File: src/rtl/mips_pkg.sv
// Shared types and constants for the MIPS-Lite fetch path.
package mips_pkg;

  localparam int DATA = 32;

  typedef enum logic [1:0] {RUN, STALL, HALTED} pc_state_t;

  typedef enum logic [1:0] {R_NONE, R_JUMP, R_BRANCH, R_EXC} redir_kind_t;

  typedef struct packed {
    redir_kind_t     kind;
    logic [DATA-1:0] target;
  } redir_t;

endpackage

File: src/rtl/pc_redirect_sel.sv
// Priority select of the next fetch address (exc > pending > branch > jump > pc+STEP)
// with forced alignment of redirect targets.
module pc_redirect_sel #(
  parameter int DATA       = mips_pkg::DATA,
  parameter int STEP       = 4,
  parameter int ALIGN_BITS = 2
) (
  input  logic [DATA-1:0] pc,
  input  logic            exc_taken,
  input  logic [DATA-1:0] exc_vector,
  input  logic            pend_valid,
  input  logic [DATA-1:0] pend_target,
  input  logic            branch_taken,
  input  logic [DATA-1:0] branch_target,
  input  logic            jump_taken,
  input  logic [DATA-1:0] jump_target,
  output logic [DATA-1:0] next_pc,
  output logic            misalign
);

  localparam logic [DATA-1:0] LOW_MASK = {DATA{1'b1}} >> (DATA - ALIGN_BITS);

  logic [DATA-1:0] target;
  logic            redirect;

  always_comb begin
    // NOTE: every output of a combinational block gets a default first so no latch is inferred.
    target   = '0;
    redirect = 1'b1;
    if (exc_taken)         target = exc_vector;
    else if (pend_valid)   target = pend_target;
    else if (branch_taken) target = branch_target;
    else if (jump_taken)   target = jump_target;
    else                   redirect = 1'b0;
  end

  assign next_pc  = redirect ? (target & ~LOW_MASK) : pc + DATA'(STEP);
  assign misalign = redirect && ((target & LOW_MASK) != '0);

endmodule

File: src/rtl/pc_unit.sv
// Fetch program counter with prioritised redirects, stall-safe pending slot and sticky halt.
// Optional PC_PERF_EN adds saturating stall-cycle and redirect counters.
module pc_unit
  import mips_pkg::*;
#(
  parameter int              DATA       = mips_pkg::DATA,
  parameter logic [DATA-1:0] RESET_VEC  = '0,
  parameter int              STEP       = 4,
  parameter int              ALIGN_BITS = 2
) (
  input  logic            clk,
  input  logic            reset,
  input  logic            hazardDetected,
  input  logic            haltSignal,
  input  logic            excTaken,
  input  logic [DATA-1:0] excVector,
  input  logic            branchTaken,
  input  logic [DATA-1:0] branchTarget,
  input  logic            jumpTaken,
  input  logic [DATA-1:0] jumpTarget,
  output logic [DATA-1:0] pc,
  output logic [DATA-1:0] pcNext,
  output logic            pcValid,
  output logic            halted,
  output logic            redirectPending,
  output logic            misalignErr
`ifdef PC_PERF_EN
  ,
  output logic [31:0]     stallCycles,
  output logic [31:0]     redirectCount
`endif
);

  pc_state_t       state, state_next;
  redir_kind_t     pend_kind, pend_kind_next;
  logic [DATA-1:0] pend_target, pend_target_next;
  logic            pend_valid;
  logic            hold;
  logic [DATA-1:0] sel_pc;
  logic            sel_misalign;

  assign pend_valid = (pend_kind != R_NONE);

  pc_redirect_sel #(
    .DATA       (DATA),
    .STEP       (STEP),
    .ALIGN_BITS (ALIGN_BITS)
  ) u_sel (
    .pc            (pc),
    .exc_taken     (excTaken),
    .exc_vector    (excVector),
    .pend_valid    (pend_valid),
    .pend_target   (pend_target),
    .branch_taken  (branchTaken),
    .branch_target (branchTarget),
    .jump_taken    (jumpTaken),
    .jump_target   (jumpTarget),
    .next_pc       (sel_pc),
    .misalign      (sel_misalign)
  );

  // RUN and STALL share one rule set: the slot is always empty in RUN, so the
  // capture and release priorities collapse to the RUN behaviour there.
  always_comb begin
    state_next       = state;
    hold             = 1'b1;
    pend_kind_next   = pend_kind;
    pend_target_next = pend_target;
    case (state)
      RUN, STALL: begin
        if (haltSignal) begin
          state_next     = HALTED;
          pend_kind_next = R_NONE;
        end else if (hazardDetected) begin
          state_next = STALL;
          if (excTaken) begin
            pend_kind_next   = R_EXC;
            pend_target_next = excVector;
          end else if (!pend_valid && branchTaken) begin
            pend_kind_next   = R_BRANCH;
            pend_target_next = branchTarget;
          end else if (!pend_valid && jumpTaken) begin
            pend_kind_next   = R_JUMP;
            pend_target_next = jumpTarget;
          end
        end else begin
          state_next     = RUN;
          hold           = 1'b0;
          pend_kind_next = R_NONE;
        end
      end
      default: ;
    endcase
  end

  assign pcNext          = hold ? pc : sel_pc;
  assign pcValid         = (state == RUN) && !hazardDetected;
  assign halted          = (state == HALTED);
  assign redirectPending = pend_valid;

  always_ff @(posedge clk or negedge reset) begin
    if (!reset) begin
      state       <= RUN;
      pc          <= RESET_VEC;
      pend_kind   <= R_NONE;
      // NOTE: the slot target is reset too so a stale address never leaks out after reset.
      pend_target <= '0;
      misalignErr <= 1'b0;
    end else begin
      // NOTE: state registers use non-blocking assignments so every flop samples pre-edge values.
      state       <= state_next;
      pc          <= pcNext;
      pend_kind   <= pend_kind_next;
      pend_target <= pend_target_next;
      misalignErr <= !hold && sel_misalign;
    end
  end

`ifdef PC_PERF_EN
  logic loaded_redirect;
  assign loaded_redirect = !hold && (excTaken || pend_valid || branchTaken || jumpTaken);

  always_ff @(posedge clk or negedge reset) begin
    if (!reset) begin
      stallCycles   <= '0;
      redirectCount <= '0;
    end else begin
      if (state == STALL && stallCycles != '1)  stallCycles   <= stallCycles + 32'd1;
      if (loaded_redirect && redirectCount != '1) redirectCount <= redirectCount + 32'd1;
    end
  end
`endif

endmodule
File: config.mk
export PLATFORM = sky130hd
export DESIGN_NAME = pc_unit
export DESIGN_NICKNAME = d
export VERILOG_FILES = /design/src/rtl/mips_pkg.sv /design/src/rtl/pc_redirect_sel.sv /design/src/rtl/pc_unit.sv
export SDC_FILE = /design/constraint.sdc
export NUM_CORES = 1
export LEC_CHECK = 0
export ABC_AREA = 1
export ABC_CLOCK_PERIOD_IN_PS = 1700
export CORE_ASPECT_RATIO = 0.75
export CORE_MARGIN = 3
export CORE_UTILIZATION = 40
export CTS_CLUSTER_SIZE = 16
export DETAILED_ROUTE_END_ITERATION = 7
export GPL_TIMING_DRIVEN = 0
export PLACE_DENSITY = 0.83
export SLEW_MARGIN = 5
export SYNTH_ARGS = -nofsm -noshare
export SYNTH_HDL_FRONTEND = slang
export SYNTH_SLANG_ARGS = --single-unit
File: constraint.sdc
create_clock -name clk -period 1.7 [get_ports clk]
set_clock_uncertainty 0.1 [all_clocks]
set_input_delay 0.34 -clock clk [delete_from_list [all_inputs] [get_ports clk]]
set_output_delay 0.34 -clock clk [all_outputs]
set_load 0.02 [all_outputs]
==> reports/results.txt <==
Crit Path Class = reg2out
Highest clock frequency the design can meet = 364 MHz
Post-route DRC violation count = 94
Total Die Area = 13800 sq um
Post-layout worst setup margin = -1050 ps
Power density normalized to cell area = 705 nW/um^2
Total Neg Setup Slack = -36360 ps
CP required = 1260 ps
TritonCTS buffer count = 9
Lkg Pwr = 4.43 nW
Layout overhead on the synthesized area = 93.2%
Met3 usage in global routing = 9.32%
Vias in the first global route = 6785
Synthesized area = 4980 sq um
Remaining Overflow, GRT = 0
Count of antenna diodes in the layout = 0
Max-Slew Margin vs Limit = 74.4%
H-tree depth = 3
Combinational group share of total power = 39.4%
Synthesized instance count = 791
Violated checks = DRC, setup timing
Number of max-capacitance violations reported = 0
CP Launch Type = flip-flop
Internal portion of total power = 4.26 mW
Std-Cell Core Area = 11900 sq um
Count of routing violations after the opening detailed-route iteration = 1339
CP max stage cell = sky130_fd_sc_hd__dfrtp_2
Max Root-Sink Buffers = 2
GP Congestion = 0.945
Logic depth of the worst setup path including buffers = 9
Min cycle time layout = 2750 ps
Number of buffer cells added on primary ports = 170
Count of unique library cells instantiated by Yosys = 35
Worst Max-Slew Pin Slew = 385 ps
Net total in the final layout = 1176
Syn avg cell area = 6.30 sq um
First-pass GRT wire length = 35.5 mm
Outcome = finished with violations
Hold violation count in the final report = 0
Minimum setup slack after placement = -1570 ps
Setup-violating endpoint count in the final report = 97
Die outline height = 103 um
Floorplan die width = 135 um
Reg clk slew, reported paths = 60 ps
Cells along the critical path = ha_4, nand2_4, nor2_4, nand3b_1, o21ai_0, nand2_1, nor2_1, nor2_2, buf_6
DR vias/cell = 6.24
Wire length after detailed routing = 28.6 mm
Worst hold slack after final layout = 351 ps
Depth of the most critical reg-to-reg path = 8
Pre-antenna DRT Iters = 8
Met2 track demand over resource in global routing = 52.2%
Cell class contributing the biggest share of worst-path delay = simple AND/OR/NAND/NOR gates
Sequential share of the synthesized area = 34.6%
Flip-flop and latch count after synthesis = 69
Antenna viol nets, final = 0
Initial antenna violation count = 0
Share of layout cells above drive strength 1 = 40.3%
Global routing's busiest layer = met2
Category of the worst setup path capture point = output port
Routed wire per std cell = 23.1 um
Clock tree from TritonCTS = built
Count of pins on the block boundary = 171
Clock latency reported for the late side of the worst-skew pair = 350 ps
Total count of max-transition violations in the final report = 0
Site Rows = 34
Sw frac = 37.1%
Final std cells w/o fill = 1239
Critical-path maximum fanout = 4
Routed via count = 7730
Share of the clock period used by the worst path after layout = 162%
Clock power share = 30.1%
Maximum single-stage delay on the critical path = 420 ps
Buffer and inverter count on the worst path = 1
Min-delay worst type = in2async
Half-perimeter wire length after placement = 15.3 mm
Final core utilization = 81.1%
Clk sink count = 69
Synthesis Warnings = 0
Unrepaired setup endpoints after global routing = true
Worst-case vdd ir drop = 0.000504 V
Global-route met1 utilization = 42.6%
Placed instance count = 1124
Root Driver = sky130_fd_sc_hd__clkbuf_16
Power dissipated by switching net loads = 2.52 mW
Starting utilization of the core area = 42.0%
Maximum number of pins on one net before global-route repair = 47
Sequential fraction of design power = 30.4%
Critical Path AT = 2310 ps
Overall global routing resource usage = 33.0%
Syn_nets = 895
[what timing repair did]
| action | 4_1_cts | 5_1_grt |
|---|---|---|
| resized for setup | 390 | 182 |
| cloned | 3 | 3 |
| hold endpoints to repair | 23 | 0 |
| endpoints found under the setup margin | 134 | 100 |
| setup buffers | 61 | 37 |
| hold buffers | 1 | 0 |
| pin swaps | 77 | 70 |
[layer usage]
| metal | up-vias | share of wire [%] |
|---|---|---|
| met5 | - | 0 |
| met4 | 0 | 8.0 |
| met3 | 251 | 15 |
| met2 | 798 | 43 |
| met1 | 3569 | 35 |
| li1 | 3112 | - |
[power by group through the flow]
stage | Clock, mW | Combinational, mW | Sequential [mW]
2_1_floorplan | 0 | 0.951 | 2.11
3_3_place_gp | 0 | 1.92 | 2.05
3_5_place_dp | 0 | 1.96 | 2.05
4_1_cts | 2.00 | 2.24 | 2.02
5_1_grt | 2.09 | 2.79 | 2.07
6_report | 2.04 | 2.68 | 2.06
[cell usage in the layout (no fill, tap or decap), types with 21 or more instances in the layout]
cell | netlist | final
sky130_fd_sc_hd__nand3_2 | 0 | 25
sky130_fd_sc_hd__buf_6 | 1 | 71
sky130_fd_sc_hd__nand2_1 | 256 | 194
sky130_fd_sc_hd__dfrtp_2 | 0 | 21
sky130_fd_sc_hd__nand3_1 | 52 | 21
sky130_fd_sc_hd__o21ai_1 | 29 | 32
sky130_fd_sc_hd__nor2_1 | 108 | 64
sky130_fd_sc_hd__nor2_4 | 4 | 22
sky130_fd_sc_hd__nand2_4 | 2 | 36
sky130_fd_sc_hd__clkdlybuf4s50_1 | 0 | 97
sky130_fd_sc_hd__nand2_2 | 5 | 29
sky130_fd_sc_hd__nor2_2 | 4 | 30
sky130_fd_sc_hd__inv_1 | 83 | 73
sky130_fd_sc_hd__buf_4 | 7 | 57
sky130_fd_sc_hd__dlygate4sd2_1 | 0 | 35
sky130_fd_sc_hd__dfrtp_1 | 69 | 48
[path summary, 6_finish.rpt]
kind,startpoint,end,slack (ps)
max,pc[3],pcNext[20],-1050
min,reset,pc[24],350
max reg2reg,pc[3],pc[20],-340
min reg2reg,pend_target[23],pend_target[23],400
max in group asynchronous,reset,pend_kind[1],560
min in group clk,haltSignal,state[1],370
[registers in the layout, indices dropped and copies added (netlist names)]
name,count
pc,32
pend_target,32
misalignErr,1
pend_kind,2
state,2
[area by class of cell]
class	count	area, sq um
buffer	29	362
clock buffer	12	267
clock inverter	4	45.0
fill	633	2240
inverter	94	400
multi-input combinational	599	3840
sequential	69	1750
tap	162	203
timing repair buffer	270	2750
[cells in the mapped netlist]
cell type | instances | area share [%]
sky130_fd_sc_hd__o211ai_1 | 5 | 0.75
sky130_fd_sc_hd__nand3_1 | 52 | 5.2
sky130_fd_sc_hd__inv_4 | 2 | 0.25
sky130_fd_sc_hd__buf_4 | 7 | 1.1
sky130_fd_sc_hd__buf_2 | 14 | 1.4
sky130_fd_sc_hd__a31oi_1 | 5 | 0.63
sky130_fd_sc_hd__o21ai_1 | 29 | 2.9
sky130_fd_sc_hd__ha_1 | 1 | 0.25
sky130_fd_sc_hd__nor2_4 | 4 | 0.90
sky130_fd_sc_hd__clkbuf_1 | 4 | 0.30
sky130_fd_sc_hd__nor2_1 | 108 | 8.1
sky130_fd_sc_hd__inv_2 | 9 | 0.68
sky130_fd_sc_hd__a21oi_1 | 34 | 3.4
sky130_fd_sc_hd__o21ai_0 | 35 | 3.5
sky130_fd_sc_hd__xor2_1 | 2 | 0.35
sky130_fd_sc_hd__nand4_1 | 4 | 0.50
sky130_fd_sc_hd__nand2_4 | 2 | 0.45
sky130_fd_sc_hd__and2_1 | 1 | 0.13
sky130_fd_sc_hd__nand3_4 | 1 | 0.35
sky130_fd_sc_hd__nand3b_1 | 7 | 1.1
sky130_fd_sc_hd__o22ai_1 | 18 | 2.3
sky130_fd_sc_hd__buf_6 | 1 | 0.23
sky130_fd_sc_hd__o21bai_1 | 3 | 0.45
sky130_fd_sc_hd__or2_2 | 2 | 0.25
sky130_fd_sc_hd__nor2_8 | 1 | 0.40
sky130_fd_sc_hd__dfrtp_1 | 69 | 35
sky130_fd_sc_hd__buf_1 | 3 | 0.23
sky130_fd_sc_hd__nand2_1 | 256 | 19
sky130_fd_sc_hd__o21ai_2 | 1 | 0.18
sky130_fd_sc_hd__nand2_2 | 5 | 0.63
sky130_fd_sc_hd__a41oi_1 | 6 | 1.1
sky130_fd_sc_hd__nor3_1 | 12 | 1.2
sky130_fd_sc_hd__inv_1 | 83 | 6.3
sky130_fd_sc_hd__xnor2_1 | 1 | 0.18
sky130_fd_sc_hd__nor2_2 | 4 | 0.50
[logic make-up after synthesis]
group                    share of synthesized area (%)
AND/OR/NAND/NOR                                   39.0
AO/OA/AOI/OAI                                     15.2
buffers and inverters                             10.4
flip-flops                                        34.6
XOR/XNOR                                         0.527
adder cells (fa/ha/maj)                          0.251
[through the flow]
stage	area, sq um	power (mW)
floorplan	5370	3.06
global placement	7270	3.96
detailed placement	7300	4.01
CTS	8690	6.26
global route	9630	6.95
finish	9630	6.78
Note: power is estimated with default switching activity, not from simulation.
